===== config.mk =====
export PLATFORM = sky130hd
export DESIGN_NAME = joy_dir_filter_flat
export DESIGN_NICKNAME = d
export VERILOG_FILES = /design/src/rtl/joy_dir_filter_pkg.sv /design/src/rtl/joy_dir_filter_if.sv /design/src/rtl/joy_dir_filter_debounce.sv /design/src/rtl/joy_dir_filter.sv /design/src/flat_wrapper.sv
export SDC_FILE = /design/constraint.sdc
export NUM_CORES = 1
export LEC_CHECK = 0
export ABC_CLOCK_PERIOD_IN_PS = 3150
export BUFFER_PORTS_ARGS = -buffer_cell sky130_fd_sc_hd__buf_4
export CAP_MARGIN = 20
export CORE_ASPECT_RATIO = 2
export CORE_MARGIN = 2
export CORE_UTILIZATION = 40
export DETAILED_ROUTE_END_ITERATION = 12
export GPL_ROUTABILITY_DRIVEN = 0
export PLACE_DENSITY_LB_ADDON = 0.12
export SYNTH_ARGS = -nofsm -noshare
export SYNTH_HDL_FRONTEND = slang
export SYNTH_HIERARCHICAL = 1
export SYNTH_SLANG_ARGS = --single-unit

===== constraint.sdc =====
create_clock -name clk -period 3.15 [get_ports clk]
set_input_delay 0.1575 -clock clk [delete_from_list [all_inputs] [get_ports clk]]
set_output_delay 0.1575 -clock clk [all_outputs]
set_load 0.01 [all_outputs]

===== src/rtl/joy_dir_filter_pkg.sv =====
// Shared definitions for the joystick direction conditioner.
//   DIR_*          bit index of each direction inside a 4-bit player slice
//   joy_mode_t     restriction mode selected by the mode input
//   prio_enc       fixed priority encoder, up > down > left > right
//   cancel_opposites  drops both bits of an up+down or left+right pair
//   dir_onehot     4-bit one-hot of a direction index
package joy_pkg;

    localparam int DIR_UP    = 3;
    localparam int DIR_DOWN  = 2;
    localparam int DIR_LEFT  = 1;
    localparam int DIR_RIGHT = 0;

    typedef enum logic [1:0] {
        JM_8WAY   = 2'd0,
        JM_4LAST  = 2'd1,
        JM_4FIRST = 2'd2,
        JM_2H     = 2'd3
    } joy_mode_t;

    function automatic logic [1:0] prio_enc(input logic [3:0] v);
        if (v[DIR_UP])        return 2'(DIR_UP);
        else if (v[DIR_DOWN]) return 2'(DIR_DOWN);
        else if (v[DIR_LEFT]) return 2'(DIR_LEFT);
        else                  return 2'(DIR_RIGHT);
    endfunction

    function automatic logic [3:0] cancel_opposites(input logic [3:0] v);
        logic [3:0] r;
        r = v;
        if (v[DIR_UP] && v[DIR_DOWN]) begin
            r[DIR_UP]   = 1'b0;
            r[DIR_DOWN] = 1'b0;
        end
        if (v[DIR_LEFT] && v[DIR_RIGHT]) begin
            r[DIR_LEFT]  = 1'b0;
            r[DIR_RIGHT] = 1'b0;
        end
        return r;
    endfunction

    function automatic logic [3:0] dir_onehot(input logic [1:0] d);
        return 4'b0001 << d;
    endfunction

endpackage


===== src/rtl/joy_dir_filter_if.sv =====
// Direction bus between the input merge and the filter.
//   ce      sample enable for the debounce counters
//   mode    restriction mode, shared by all players
//   indir   raw directions, player p at [4p+3:4p] = {up, down, left, right}
//   outdir  filtered directions, same packing
//   changed per-player one-cycle pulse when that outdir slice changes
// master drives ce/mode/indir; slave is the filter.
interface joy_dir_filter_if #(
    parameter int PLAYERS = 2
);
    logic                   ce;
    logic [1:0]             mode;
    logic [4*PLAYERS-1:0]   indir;
    logic [4*PLAYERS-1:0]   outdir;
    logic [PLAYERS-1:0]     changed;

    modport master (
        output ce,
        output mode,
        output indir,
        input  outdir,
        input  changed
    );

    modport slave (
        input  ce,
        input  mode,
        input  indir,
        output outdir,
        output changed
    );
endinterface


===== src/rtl/joy_dir_filter_debounce.sv =====
// One direction bit: 2-flop synchroniser followed by an optional debouncer.
//   clk, reset_n  clock, asynchronous active-low reset
//   ce_i          debounce sample enable
//   raw_i         asynchronous raw level
//   level_o       accepted (synchronised, debounced) level
// The accepted level flips only after DB_LEN consecutive ce samples that
// disagree with it; any agreeing sample restarts the count.
module joy_debounce #(
    parameter int DB_EN  = 1,
    parameter int DB_LEN = 8
) (
    input  logic clk,
    input  logic reset_n,
    input  logic ce_i,
    input  logic raw_i,
    output logic level_o
);

    logic sync1_q;
    logic sync2_q;

    always_ff @(posedge clk or negedge reset_n) begin
        if (!reset_n) begin
            sync1_q <= 1'b0;
            sync2_q <= 1'b0;
        end else begin
            sync1_q <= raw_i;
            sync2_q <= sync1_q;
        end
    end

    generate
        if (DB_EN != 0) begin : g_db
            localparam logic [7:0] LEN = 8'(DB_LEN);

            logic       lvl_q, lvl_d;
            logic [7:0] cnt_q, cnt_d;

            // The count is cleared on accept, so it stays below DB_LEN and
            // cannot wrap.
            always_comb begin
                lvl_d = lvl_q;
                cnt_d = cnt_q;
                if (ce_i) begin
                    if (sync2_q == lvl_q) begin
                        cnt_d = '0;
                    end else if (cnt_q + 8'd1 == LEN) begin
                        lvl_d = ~lvl_q;
                        cnt_d = '0;
                    end else begin
                        cnt_d = cnt_q + 8'd1;
                    end
                end
            end

            always_ff @(posedge clk or negedge reset_n) begin
                if (!reset_n) begin
                    lvl_q <= 1'b0;
                    cnt_q <= '0;
                end else begin
                    lvl_q <= lvl_d;
                    cnt_q <= cnt_d;
                end
            end

            assign level_o = lvl_q;
        end else begin : g_bypass
            logic unused_ce;
            assign unused_ce = ce_i;
            assign level_o   = sync2_q;
        end
    endgenerate

endmodule


===== src/rtl/joy_dir_filter.sv =====
// Multi-player joystick direction conditioner.
//   clk, reset_n  clock, asynchronous active-low reset
//   bus           joy_dir_filter_if slave: ce, mode, indir in; outdir, changed out
// Each direction bit is synchronised and debounced, then each player slice is
// restricted according to mode: 8-way with opposite-pair cancel, 4-way
// last-pressed-wins, 4-way first-pressed-holds, or 2-way horizontal.
// outdir and changed are registered.
module joy_dir_filter
    import joy_pkg::*;
#(
    parameter int PLAYERS = 2,
    parameter int DB_EN   = 1,
    parameter int DB_LEN  = 8
) (
    input  logic clk,
    input  logic reset_n,
    joy_dir_filter_if.slave bus
);

    localparam int NB = 4 * PLAYERS;

    logic [NB-1:0] acc;
    logic [NB-1:0] acc_prev_q;
    logic [1:0]    mode_prev_q;
    logic          mode_chg;
    joy_mode_t     mode_e;

    assign mode_e   = joy_mode_t'(bus.mode);
    assign mode_chg = (bus.mode != mode_prev_q);

    generate
        for (genvar b = 0; b < NB; b++) begin : g_bit
            joy_debounce #(
                .DB_EN  (DB_EN),
                .DB_LEN (DB_LEN)
            ) u_db (
                .clk     (clk),
                .reset_n (reset_n),
                .ce_i    (bus.ce),
                .raw_i   (bus.indir[b]),
                .level_o (acc[b])
            );
        end
    endgenerate

    always_ff @(posedge clk or negedge reset_n) begin
        if (!reset_n) begin
            acc_prev_q  <= '0;
            mode_prev_q <= '0;
        end else begin
            acc_prev_q  <= acc;
            mode_prev_q <= bus.mode;
        end
    end

    generate
        for (genvar p = 0; p < PLAYERS; p++) begin : g_player
            logic [3:0] lvl;
            logic [3:0] rise;
            logic [3:0] held;
            logic [3:0] rose;
            logic [1:0] cur_q, cur_d;
            logic       valid_q, valid_d;
            logic [3:0] out_q, out_d;
            logic       chg_q;

            assign lvl  = acc[4*p +: 4];
            assign rise = lvl & ~acc_prev_q[4*p +: 4];

            // A mode change drops any selection and blanks the slice for one
            // cycle; the next cycle starts from the idle rule of the new mode.
            always_comb begin
                cur_d   = cur_q;
                valid_d = valid_q;
                out_d   = '0;
                held    = lvl;
                rose    = rise;
                if (mode_e == JM_2H) begin
                    held = lvl & 4'b0011;
                    rose = rise & 4'b0011;
                end

                if (mode_chg) begin
                    valid_d = 1'b0;
                end else begin
                    case (mode_e)
                        JM_8WAY: begin
                            valid_d = 1'b0;
                        end
                        JM_4LAST, JM_2H: begin
                            if (|rose) begin
                                cur_d   = prio_enc(rose);
                                valid_d = 1'b1;
                            end else if (!(valid_q && held[cur_q])) begin
                                cur_d   = prio_enc(held);
                                valid_d = |held;
                            end
                        end
                        JM_4FIRST: begin
                            if (!(valid_q && held[cur_q])) begin
                                cur_d   = prio_enc(held);
                                valid_d = |held;
                            end
                        end
                        default: begin
                            valid_d = 1'b0;
                        end
                    endcase

                    if (mode_e == JM_8WAY) begin
                        out_d = cancel_opposites(lvl);
                    end else if (valid_d) begin
                        out_d = dir_onehot(cur_d);
                    end
                end
            end

            always_ff @(posedge clk or negedge reset_n) begin
                if (!reset_n) begin
                    cur_q   <= '0;
                    valid_q <= 1'b0;
                    out_q   <= '0;
                    chg_q   <= 1'b0;
                end else begin
                    cur_q   <= cur_d;
                    valid_q <= valid_d;
                    out_q   <= out_d;
                    chg_q   <= |(out_d ^ out_q);
                end
            end

            assign bus.outdir[4*p +: 4] = out_q;
            assign bus.changed[p]       = chg_q;
        end
    endgenerate

endmodule


===== src/flat_wrapper.sv =====
// flat-port wrapper written by rule: the top's interface ports become plain ports
module joy_dir_filter_flat import joy_pkg::*;
#(
    parameter int PLAYERS = 2,
    parameter int DB_EN   = 1,
    parameter int DB_LEN  = 8
)
  (clk, reset_n, bus_ce, bus_mode, bus_indir, bus_outdir, bus_changed);
  joy_dir_filter_if #(.PLAYERS(PLAYERS)) bus_i ();
  input  logic clk;
  input  logic reset_n;
  input wire logic [$bits(bus_i.ce)-1:0] bus_ce;
  input wire logic [$bits(bus_i.mode)-1:0] bus_mode;
  input wire logic [$bits(bus_i.indir)-1:0] bus_indir;
  output wire logic [$bits(bus_i.outdir)-1:0] bus_outdir;
  output wire logic [$bits(bus_i.changed)-1:0] bus_changed;
  assign bus_i.ce = bus_ce;
  assign bus_i.mode = bus_mode;
  assign bus_i.indir = bus_indir;
  assign bus_outdir = bus_i.outdir;
  assign bus_changed = bus_i.changed;
  joy_dir_filter #(.PLAYERS(PLAYERS), .DB_EN(DB_EN), .DB_LEN(DB_LEN)) u_core (.clk(clk), .reset_n(reset_n), .bus(bus_i));
endmodule

* Word-level counts from Yosys, hierarchy flattened *
Cells that the tools add are included.

word-level totals
  register bits after elaboration = 114
  bits of input ports = 13

cells by class
  add/sub/neg operators = 8
  $lt $le $gt $ge = 2
  eq/ne operators = 20
  shift-type cells = 2
  muxes and demuxes = 64
  bitwise operators = 22
  reduce and logical (&&, ||, !) cells = 22

operators by type and width
  cell                   number
  $mux W8                16
  $add A8 B1 Y8 const B  8
  $eq A8 B4 Y1 const B   8
  $mux W4                10
  $mux W2                18
  $reduce_and A3 Y1      8
  $reduce_or A4 Y1       6
  $not A1 Y1             16
  $mux W1                14
  $and A4 B4 Y4          2
  $eq A1 B1 Y1           8
  $not A4 Y4             2
  $pmux W2 S2            2
  $shl A1 B2 Y4 const A  2
  $xor A4 B4 Y4          2
  $logic_and A1 B1 Y1    6
  $lt A2 B3 Y1 const B   2
  $pmux W1 S3            2
  $bmux W1 S2            2
  $eq A2 B2 Y1 const B   2
  $eq A2 B1 Y1 const B   1
  $logic_not A2 Y1       1
  $ne A2 B2 Y1           1
  $reduce_or A2 Y1       1

* Longest topological paths before layout *
Gate-level depths: netlist (run 1).

  word-level depth = 15
  mapped depth = 9
  mapped depth without buffers = 7

* Cells and area by module *
Netlist (run 1), hierarchy kept.

modules (own cells, without submodules)
  module          times used  cells an instance  area each (um2)  sequential area each (um2)
  joy_debounce    8           54                 569.3            275.3
  joy_dir_filter  1           189                1686.6           650.6

* Worst setup path before layout (run 1) *
No wires, ideal clock.

  kind = flip-flop to flip-flop
  from = register u_core.g_bit[0].u_db.g_db.lvl_q
  to = register u_core.g_player[0].chg_q
  arrival time = 2.396 ns
  required time = 3.021 ns
  slack = 0.625 ns
  stages on the path, launching flop included = 8
  cell sequence = dfrtp_1 -> and4bb_1 -> a211o_1 -> a311o_1 -> o21a_4 -> and3_1 -> or4_1 -> a2111o_1

between the ends
  word-level cells in the longest chain between the ends = 14

ends and longest elaborated chain
  element                        RTL line                                     RTL
  start, declared                joy_dir_filter_debounce.sv:36                logic lvl_q, lvl_d;
  start signal, assigned         joy_dir_filter_debounce.sv:61                lvl_q <= lvl_d;
  $mux W4                        joy_dir_filter.sv:78                         if (mode_e == JM_2H) begin
  $bmux W1 S2                    joy_dir_filter.sv:94, joy_dir_filter.sv:100
  $mux W1 (not written as such)  joy_dir_filter.sv:94, joy_dir_filter.sv:100
  $logic_and A1 B1 Y1            joy_dir_filter.sv:94, joy_dir_filter.sv:100
  $mux W2                        joy_dir_filter.sv:94                         end else if (!(valid_q && held[cur_q])) begin
  $mux W2                        joy_dir_filter.sv:91                         if (|rose) begin
  $pmux W2 S2                    joy_dir_filter.sv:86                         case (mode_e)
  $mux W2                        joy_dir_filter.sv:83                         if (mode_chg) begin
  $shl A1 B2 Y4                  joy_dir_filter_pkg.sv:43                     return 4'b0001 << d;
  $mux W4                        joy_dir_filter.sv:112                        end else if (valid_d) begin
  $mux W4 (*)                    joy_dir_filter.sv:110                        if (mode_e == JM_8WAY) begin
  $mux W4 (*)                    joy_dir_filter.sv:83
  $xor A4 B4 Y4 (*)              joy_dir_filter.sv:128                        chg_q <= |(out_d ^ out_q);
  $reduce_or A4 Y1 (*)           joy_dir_filter.sv:128
  end signal, assigned           joy_dir_filter.sv:128
  end, declared                  joy_dir_filter.sv:65                         logic chg_q;

Every way passes the cells marked *; elsewhere a longest branch is shown, timed or not. The select of a mux whose other input is x is not followed.
A chain may end at the register's enable or synchronous reset.

* Worst setup path after layout (run 1) *
  from = input bus_mode[0]
  to = register u_core.g_player[0].chg_q

between the ends
  word-level cells in the longest chain between the ends = 15

ends and longest elaborated chain
  element                        RTL line                                     RTL
  start, declared                flat_wrapper.sv:13                           input wire logic [$bits(bus_i.mode)-1:0] bus_mode;
  $eq A2 B2 Y1                   joy_dir_filter.sv:78, joy_dir_filter.sv:86
  $mux W4                        joy_dir_filter.sv:78
  $bmux W1 S2                    joy_dir_filter.sv:94, joy_dir_filter.sv:100
  $mux W1 (not written as such)  joy_dir_filter.sv:94, joy_dir_filter.sv:100
  $logic_and A1 B1 Y1            joy_dir_filter.sv:94, joy_dir_filter.sv:100
  $mux W2                        joy_dir_filter.sv:94
  $mux W2                        joy_dir_filter.sv:91
  $pmux W2 S2                    joy_dir_filter.sv:86
  $mux W2                        joy_dir_filter.sv:83
  $shl A1 B2 Y4                  joy_dir_filter_pkg.sv:43
  $mux W4                        joy_dir_filter.sv:112
  $mux W4                        joy_dir_filter.sv:110
  $mux W4 (*)                    joy_dir_filter.sv:83
  $xor A4 B4 Y4 (*)              joy_dir_filter.sv:128
  $reduce_or A4 Y1 (*)           joy_dir_filter.sv:128

Marks and branches as above.

==> key figures, run 1 <==
Synth
  • Number of synthesized flops with an enable pin: 0
  • Seq/Total Area, Yosys: 0.4571
  • Main synth FF type: dfrtp_1
  • Synth Register Bits: around 110
  • Post-synth design cell area: 0.006241 mm²
  • Synthesized instance count: 621
  • Synth Warn #: 6
  • Share of flip-flops with an asynchronous set or reset: 1.000
  • Post-Syn Nets: 642
  • Syn Area/Cell: 10.05 µm²
  • Synth cell types: a little under 70

Layout
  • Layout cell share with drive strength beyond 1: 0.1869
  • P&R area growth vs syn: 17.64%
  • Commonest non-fill, non-tap cell in the layout: dfrtp_1
  • Ant. Diodes: 0
  • Finished Layout Cells: 872
  • Most frequent cells in the layout: 114 x dfrtp_1, 53 x nor2_1, 49 x inv_1
  • Layout Nets: 682

Timing
  • F_max: 365.4 MHz
  • Clock skew: 6.044 ps
  • Final setup TNS: 0 ps
  • Period minus WS final: ~2700 ps
  • Final worst-path cycle share: 0.8688
  • Hold slack final: 262.4 ps
  • Max_slew headroom: 0.4253
  • RSZ-0062 raised after global routing: no
  • Final setup vio count: 0
  • Final slew viol count: 0
  • Slew at the pin closest to its max-slew limit: 858.0 ps
  • Fin. Hold Viols: 0

Die
  • Die ar.: 0.01668 mm²
  • I/O pin total: 23
  • Initial Util: 0.4080
  • Core ar.: 0.01529 mm²
  • Num rows: 64
  • Die W: around 92 µm
  • Die H: ~180 µm

CTS
  • Root buffer selected by CTS: clkbuf_16
  • Clock Latency Late Sink: 410 ps
  • Num CTS Buffers: 17
  • TritonCTS clock tree: built
  • Setup Buffers After CTS: 0
  • Clock sink count: 114
  • H-Tree Depth: 4
  • CTS Buffer Depth: 2
  • Post-cts resize count: 0
  • Clock slew seen by the registers of the worst setup and hold paths: roughly 60 ps
  • CTS hold repair buffers: 11

Critical path
  • Reg2Reg Depth: 7
  • R2R setup slack: 440 ps
  • Critical Path Source Type: primary input
  • Worst endpoint required time: between 3000 and 4000 ps
  • Element type at the critical path end: flip-flop
  • Critical path arrival: 3020 ps
  • Setup crit start: bus_mode[0]
  • CP max FO: 20
  • Crit Path Category: in2reg
  • R2r endpoint: u_core/g_player[0].chg_q$_DFF_PN0_
  • Crit path capture: u_core/g_player[0].chg_q$_DFF_PN0_
  • Reg2Reg Launch Point: u_core/g_bit[0].u_db/level_o$_DFFE_PN0P_

Detailed routing
  • Vias per cell: 5.440
  • Routed vias: around 4.7k
  • DRT iter0 DRCs: 174
  • WL/cell: 15.45 µm
  • Final ANT Viol Nets: 0
  • Routed WL: 13.47 mm
  • DRC viols: 0
  • Initial DRT Pass Iterations: 4

Pwr
  • Pwr Total: 3.908 mW
  • Leakage: slightly above 3 nW
  • Pwr dens: 532.3 mW/mm²
  • VDD IR-drop max: 340.2 µV

Global route
  • Total GRT Usage: 0.1729
  • Vias in the first global route: 4992
  • Initial antenna violation count: 0
  • Global route overflow: 0
  • Largest net degree at the start of global routing: 50
  • First-pass GRT wire length: 23.22 mm

Hold path
  • Hold Crit Class: in2async

Placement
  • Dpl hpwl: 9.457 mm
  • Dpl cells: 829
  • Number of port buffers: 22

Run status
  • Status: complete, no violations

Flow run
  • Max Cap Viol: 0
[cells in the mapped netlist (7+ instances only)]
| cell type | n | area [µm²] |
|---|---|---|
| nor2b_1 | 7 | 43.79 |
| nand2b_1 | 9 | 56.30 |
| buf_2 | 8 | 40.04 |
| xor2_1 | 8 | 70.07 |
| a21oi_1 | 16 | 80.08 |
| nand3_1 | 17 | 85.08 |
| o21a_1 | 10 | 75.07 |
| o22ai_1 | 35 | 219.0 |
| mux2_4 | 8 | 120.1 |
| nor3_2 | 8 | 80.08 |
| o21bai_1 | 8 | 60.06 |
| nand4_1 | 17 | 106.4 |
| inv_1 | 49 | 183.9 |
| a22oi_2 | 8 | 100.1 |
| nor2_1 | 53 | 198.9 |
| mux2i_1 | 19 | 190.2 |
| ha_1 | 8 | 100.1 |
| nor3b_2 | 8 | 100.1 |
| nor4_1 | 18 | 112.6 |
| and2_4 | 8 | 70.07 |
| o21ai_0 | 26 | 130.1 |
| a21o_1 | 16 | 120.1 |
| a21boi_2 | 8 | 90.09 |
| dfrtp_1 | 114 | 2853 |
| nand2_1 | 38 | 142.6 |
| nand2_2 | 8 | 50.05 |
| xnor2_1 | 27 | 236.5 |
[per-layer routing]
layer	wire length [µm]	up-vias	track usage
li1	-	2305	-
met2	7292	63	0.3115
met3	338	30	0.03555
met4	470	0	0.09433
met5	0	-	0
met1	5369	2346	0.1842
[through the flow]
stage / worst slack [ps] / cell area [µm²] / utilization
floorplan: 625.2 / 6241 / -
global placement: 544.6 / 6605 / 0.4319
detailed placement: 487.9 / 6605 / 0.4319
CTS: 446.0 / 7342 / 0.4800
global route: 336.3 / 7342 / 0.4800
finish: 413.3 / 7342 / 0.4800
[flip-flops by register name (all words and copies together) (netlist names)]
name                          cells
u_core/g_player.chg_q             2
u_core/g_bit.u_db/g_db.cnt_q     64
u_core/g_player.out_q             8
u_core/acc_prev_q                 8
u_core/mode_prev_q                2
u_core/g_player.valid_q           2
u_core/g_bit.u_db/level_o         8
u_core/g_bit.u_db/sync1_q         8
u_core/g_player.cur_q             4
u_core/g_bit.u_db/sync2_q         8
[report_power, final]
part           leakage, nW  switching [mW]  internal, mW  total (mW)
logic                 1.28           0.170         0.124       0.294
clock network        0.298           0.692          1.34        2.03
registers             1.53          0.0674          1.52        1.59
[layout make-up]
type	count	area (µm²)
clock buffer	18	439.2
clock inverter	14	187.7
fill	1433	7953
inverter	49	183.9
multi-input combinational	441	3093
sequential	114	2853
tap	198	247.7
timing repair buffer	38	337.8
[cells by family (layout without fill, tap and decap cells)]
kind of cell    Yosys count  after routing  share of synthesized area
simple gates            205            205                     0.1844
buf+inv                  66            119                    0.04731
compound gates          161            161                     0.1873
mux                      32             32                    0.05874
flops                   114            114                     0.4571
xor+xnor                 35             35                    0.04912
fa+ha+maj                 8              8                    0.01604
[worst max-delay path: stages]
cell and delay, ps:
dlygate4sd3_1 530, buf_4 240, a21boi_0 190, a211o_1 310, a311o_1 350, o21a_4 240
and3_1 150, or4_1 490, a2111o_1 360
[worst min-delay path by stage]
stage	to	slack, ps
2_1_floorplan	u_core/acc_prev_q[0]$_DFF_PN0_	-140
3_3_place_gp	u_core/g_bit[1].u_db/g_db.cnt_q[4]$_DFFE_PN0P_	180
3_5_place_dp	u_core/g_bit[1].u_db/g_db.cnt_q[5]$_DFFE_PN0P_	190
4_1_cts	u_core/g_bit[6].u_db/g_db.cnt_q[0]$_DFFE_PN0P_	270
5_1_grt	u_core/g_bit[6].u_db/g_db.cnt_q[0]$_DFFE_PN0P_	300
6_report	u_core/g_bit[1].u_db/g_db.cnt_q[4]$_DFFE_PN0P_	260
(Power assumes the default switching activity.)
==> run 2, diff against run 1 <==
--- a/config.mk
+++ b/config.mk
@@ -5,7 +5,7 @@
 export SDC_FILE = /design/constraint.sdc
 export NUM_CORES = 1
 export LEC_CHECK = 0
-export ABC_CLOCK_PERIOD_IN_PS = 3150
+export ABC_CLOCK_PERIOD_IN_PS = 2500
 export BUFFER_PORTS_ARGS = -buffer_cell sky130_fd_sc_hd__buf_4
 export CAP_MARGIN = 20
 export CORE_ASPECT_RATIO = 2
==> constraint.sdc (replaced) <==
create_clock -name clk -period 2.5 [get_ports clk]
set_input_delay 0.125 -clock clk [delete_from_list [all_inputs] [get_ports clk]]
set_output_delay 0.125 -clock clk [all_outputs]
set_load 0.01 [all_outputs]
==> run 2 against run 1 <==
Against the previous run:
- clock-buffer cell count rose by 1
- sequential power is 25% higher
- cell count increased by 2.5%
- total power grew 24%
- clock power is 22% higher
- clock skew rose by 1.9 ps
- setup slack got worse by 400 ps
- flip-flop and latch count stayed put
- highest routed layer unchanged
- non-clock buffer count increased by 23
- worst hold slack got worse by 81 ps
- combinational power rose by 34%
- global-route usage fell by 0.23 points
==> key figures, run 2 (synthesized netlist as in run 1, its figures left out) <==
Run status
  • Status: complete, no violations

CTS
  • TritonCTS clock tree: built
  • Clock sink count: 114
  • Clock slew seen by the registers of the worst setup and hold paths: 50 ps
  • Num CTS Buffers: 17
  • H-Tree Depth: 4
  • CTS Buffer Depth: 2
  • Clock Latency Late Sink: between 400 and 500 ps
  • Root buffer selected by CTS: clkbuf_16

Timing
  • Period minus WS final: roughly 2500 ps
  • Fin. Hold Viols: 0
  • Final setup TNS: 0 ps
  • Slew at the pin closest to its max-slew limit: 652.6 ps
  • Final slew viol count: 0
  • RSZ-0062 raised after global routing: yes
  • Final setup vio count: 0
  • Final worst-path cycle share: 0.9937
  • Max_slew headroom: 0.5594
  • Clock skew: 7.943 ps
  • F_max: 402.5 MHz

Pwr
  • Sequential power share: 0.410
  • VDD IR-drop max: 437.8 µV
  • Share of total power in combinational logic: 0.081
  • Psw: 1.126 mW
  • Leakage: 3.236 nW
  • Part of the power in the clock network: 0.509
  • Sw frac: 0.2316
  • Pint: roughly 3.7 mW
  • Pwr Total: 4.860 mW
  • Pwr dens: 645.0 mW/mm²

Global route
  • Global routing's busiest layer: met2
  • Vias in the first global route: 4955
  • First-pass GRT wire length: 22.80 mm
  • Total GRT Usage: 0.1706
  • Initial antenna violation count: 0
  • Global routing usage on met1: 0.1806
  • Largest net degree at the start of global routing: 60
  • Met2 Track Usage GR: 0.3042
  • Global route overflow: 0
  • M3 GR Usage: 0.03053

Placement
  • Number of port buffers: 22
  • Dpl hpwl: 9.500 mm

Detailed routing
  • WL/cell: 15.01 µm
  • Routed WL: 13.42 mm
  • Vias per cell: 5.412
  • Final ANT Viol Nets: 0
  • DRT iter0 DRCs: 169
  • DRC viols: 0
  • Routed vias: ~4.8k
  • Initial DRT Pass Iterations: 4

Die
  • Die H: 180.7 µm
  • I/O pin total: 23
  • Core ar.: roughly 0.015 mm²
  • Num rows: 64
  • Die ar.: between 0.015 and 0.02 mm²
  • Die W: 92.33 µm
  • Initial Util: 0.4080

Layout
  • Layout cell share with drive strength beyond 1: 0.2141
  • P&R area growth vs syn: 20.73%
  • Max reg flops: 64
  • Top reg by flops: u_core/g_bit.u_db/g_db.cnt_q
  • Commonest non-fill, non-tap cell in the layout: dfrtp_1
  • Layout Nets: 705
  • Most frequent cells in the layout: 113 x dfrtp_1, 53 x nor2_1, 49 x inv_1
  • Ant. Diodes: 0

Critical path
  • R2R setup slack: 20 ps
  • Critical path arrival: 2770 ps
  • CP max FO: 4
  • Critical Path Source Type: flip-flop
  • Element type at the critical path end: flip-flop
  • Crit Path Category: reg2reg
  • Worst endpoint required time: 2790 ps

Hold path
  • Hold Crit Class: in2async

Flow run
  • Max Cap Viol: 0
-- run 2: metrics by stage --
step / hold WS (ps) / setup slack [ps] / util / cells / area [µm²]
after CTS: 177.3 / 12.81 / 0.4863 / 889 / 7437
after floorplan: -170.6 / 38.58 / - / 621 / 6242
final: 181.2 / 15.82 / 0.4926 / 894 / 7535
after global routing: 223.3 / -24.22 / 0.4926 / 894 / 7535
after detailed placement: 81.99 / 25.51 / 0.4400 / 847 / 6729
after global placement: 83.97 / 33.80 / 0.4400 / 847 / 6729
-- run 2: repair_timing --
action	in CTS	in global routing
endpoints found under the hold margin	34	0
setup endpoints to repair	0	2
hold buffers	11	0
setup buffers	0	4
resized for setup	0	10
-- run 2: layout make-up --
type                            count  area (µm²)
Fill cell                        1446        7760
Multi-Input combinational cell    441        3102
Sequential cell                   114        2854
Timing Repair Buffer               61       549.3
Clock buffer                       19       432.9
Tap cell                          198       247.7
Inverter                           49       183.9
Clock inverter                     12       165.2
-- run 2: power by group through the flow --
stage,Sequential (mW),Combinational (mW),Clock (mW)
global placement,2.02,0.367,0
global route,2.00,0.447,2.61
CTS,1.99,0.389,2.54
detailed placement,2.03,0.373,0
floorplan,2.01,0.247,0
finish,1.99,0.394,2.47
-- run 2: worst paths after layout --
check / to / cells after the start / from
max: u_core/g_player[0].chg_q$_DFF_PN0_ / 7 / u_core/g_bit[0].u_db/level_o$_DFFE_PN0P_
min: u_core/g_player[1].out_q[1]$_DFF_PN0_ / 2 / reset_n
max reg2reg: u_core/g_player[0].chg_q$_DFF_PN0_ / 7 / u_core/g_bit[0].u_db/level_o$_DFFE_PN0P_
min reg2reg: u_core/g_bit[6].u_db/sync2_q$_DFF_PN0_ / 0 / u_core/g_bit[6].u_db/sync1_q$_DFF_PN0_
max in group asynchronous: u_core/g_bit[1].u_db/sync2_q$_DFF_PN0_ / 3 / reset_n
min in group clk: u_core/mode_prev_q[0]$_DFF_PN0_ / 2 / bus_mode[0]
-- run 2: metal layers --
metal  wire (µm)  up-vias
met5           0        -
met1        5224     2350
met4         618        0
met3         358       40
li1            -     2355
met2        7220       93
-- run 2: worst max-delay path: stages, from the launching register on --
cell and delay [ps]:
dfrtp_2 420, and4bb_1 200, a211o_1 270, a311o_1 350, o21a_4 210, and3_1 130, or4_1 400, a2111o_1 390
==> run 3, diff against run 2 <==
--- a/config.mk
+++ b/config.mk
@@ -10,7 +10,7 @@
 export CAP_MARGIN = 20
 export CORE_ASPECT_RATIO = 2
 export CORE_MARGIN = 2
-export CORE_UTILIZATION = 40
+export CORE_UTILIZATION = 30
 export DETAILED_ROUTE_END_ITERATION = 12
 export GPL_ROUTABILITY_DRIVEN = 0
 export PLACE_DENSITY_LB_ADDON = 0.12
==> run 3 against run 2 <==
Against the previous run:
- sequential power hardly changed
- total power is 2.5% higher
- die area is 32% higher
- clock-buffer cell count is 2 higher
- clock power is 5% higher
- flip-flop and latch count stayed put
==> key figures, run 3 (synthesized netlist as in run 1, its figures left out) <==
Hold path
  • Hold path endpoint: u_core/mode_prev_q[1]$_DFF_PN0_
  • Hold Path Stages: 2
  • Hold Crit Start: bus_mode[1]
  • Hold Crit Class: in2reg

Critical path
  • Reg2Reg Depth: 7
  • Critical Path Source Type: flip-flop
  • Worst endpoint required time: ~2800 ps
  • CP max FO: 4
  • Crit Path Category: reg2reg
  • Element type at the critical path end: flip-flop
  • R2R setup slack: around 12 ps
  • Critical path arrival: 2790 ps
  • Reg2Reg Launch Point: u_core/g_player[0].cur_q[0]$_DFFE_PN0P_
  • R2r endpoint: u_core/g_player[0].chg_q$_DFF_PN0_

Detailed routing
  • Initial DRT Pass Iterations: 4
  • Routed vias: 4866
  • Final ANT Viol Nets: 0
  • WL/cell: 15.46 µm
  • Routed WL: approximately 15 mm
  • DRC viols: 0
  • DRT iter0 DRCs: 172
  • Vias per cell: 5.079

Die
  • Core ar.: 0.02046 mm²
  • Initial Util: 0.3050
  • I/O pin total: 23
  • Die ar.: approximately 0.022 mm²
  • Die H: 208.0 µm
  • Die W: 106.0 µm
  • Num rows: 74

CTS
  • Clock sink count: 114
  • Setup Buffers After CTS: 0
  • Clock slew seen by the registers of the worst setup and hold paths: 60 ps
  • Num CTS Buffers: 17
  • Root buffer selected by CTS: clkbuf_16
  • Clock Latency Late Sink: 420 ps
  • TritonCTS clock tree: built
  • CTS Buffer Depth: 2
  • H-Tree Depth: 4

Layout
  • Layout cell share with drive strength beyond 1: 0.2139
  • Commonest non-fill, non-tap cell in the layout: dfrtp_1
  • P&R area growth vs syn: 21.27%
  • Top reg by flops: u_core/g_bit.u_db/g_db.cnt_q
  • Multi-input gate area: 0.003102 mm²
  • Most frequent cells in the layout: 113 x dfrtp_1, 53 x nor2_1, 49 x inv_1
  • Layout Nets: 700
  • Finished layout cell area: roughly 0.0076 mm²
  • Number of fill cells: 2037
  • Sequential Area: 0.002854 mm²
  • Ant. Diodes: 0
  • Max reg flops: 64

Timing
  • Slew at the pin closest to its max-slew limit: 688.6 ps
  • Clock skew: 10.03 ps
  • Final slew viol count: 0
  • Final worst-path cycle share: 0.9954
  • Final setup vio count: 0
  • Period minus WS final: 2488 ps
  • Max_slew headroom: 0.5409
  • RSZ-0062 raised after global routing: yes
  • F_max: 401.9 MHz
  • Fin. Hold Viols: 0

Global route
  • Global route overflow: 0
  • Largest net degree at the start of global routing: 60
  • Total GRT Usage: 0.1432
  • Vias in the first global route: 5034
  • First-pass GRT wire length: 24.64 mm
  • Initial antenna violation count: 0

Pwr
  • Share of total power in combinational logic: 0.078
  • Psw: roughly 1.2 mW
  • Sw frac: 0.2344
  • Pwr Total: about 5 mW
  • Pint: 3.814 mW
  • VDD IR-drop max: roughly 330 µV
  • Leakage: ~3.2 nW
  • Pwr dens: 658.2 mW/mm²
  • Sequential power share: 0.401
  • Part of the power in the clock network: 0.521

Placement
  • Dpl hpwl: 10.62 mm
  • Number of port buffers: 22
  • Placed Area: about 0.007 mm²

Flow run
  • Max Cap Viol: 0

Run status
  • Status: complete, no violations
## run 3: layout make-up
cell class	count	area share
flip-flops and latches	114	0.3771
inverters	49	0.02430
clock buffers	21	0.06216
well taps	266	0.04397
clock inverters	11	0.02083
multi-input cells	441	0.4098
repair buffers	56	0.06183
## run 3: worst max-delay path, cell delays in order (launching register included)
cell	delay (ps)
dfrtp_1	390
and3b_1	190
a211o_1	290
a311o_1	310
o21a_4	210
and3_4	140
or4_4	510
a2111o_1	350
## run 3: repair_timing
item	CTS	global route
hold endpoints to repair	56	0
setup endpoints to repair	0	1
hold buffers	9	0
gates resized for setup	0	2
## run 3: worst max-delay path by stage
stage,startpoint,to,cells after the start
6_report,u_core/g_player[0].cur_q[0]$_DFFE_PN0P_,u_core/g_player[0].chg_q$_DFF_PN0_,7
5_1_grt,u_core/g_bit[0].u_db/level_o$_DFFE_PN0P_,u_core/g_player[0].chg_q$_DFF_PN0_,9
4_1_cts,u_core/g_bit[0].u_db/level_o$_DFFE_PN0P_,u_core/g_player[0].chg_q$_DFF_PN0_,7
3_5_place_dp,u_core/g_bit[0].u_db/level_o$_DFFE_PN0P_,u_core/g_player[0].chg_q$_DFF_PN0_,7
3_3_place_gp,u_core/g_bit[0].u_db/level_o$_DFFE_PN0P_,u_core/g_player[0].chg_q$_DFF_PN0_,7
2_1_floorplan,u_core/g_bit[0].u_db/level_o$_DFFE_PN0P_,u_core/g_player[0].chg_q$_DFF_PN0_,7
## run 3: power groups by stage
stage	Combinational [mW]	Sequential [mW]	Clock (mW)
floorplan	0.247	2.01	0
global placement	0.377	2.03	0
CTS	0.397	2.00	2.69
global route	0.438	2.01	2.76
detailed placement	0.384	2.03	0
finish	0.389	2.00	2.59
## run 3: per-stage QoR
stage,instances,hold slack [ps],utilization,setup WS (ps),TNS (ps)
4_1_cts,958,60.45,0.3695,9.410,0
6_report,958,87.95,0.3699,11.55,0
3_3_place_gp,917,207.4,0.3344,41.33,0
5_1_grt,958,75.43,0.3699,-59.20,-59.20
3_5_place_dp,917,219.1,0.3344,22.57,0
2_1_floorplan,621,-170.6,-,38.58,0
## run 3: routing by layer
metal  vias up  share of wire  GRT usage
met3        25          0.032    0.03665
met5         -              0          0
met2        81           0.57     0.2701
li1       2348              -          -
met1      2412           0.37     0.1418
met4         0          0.025    0.06987
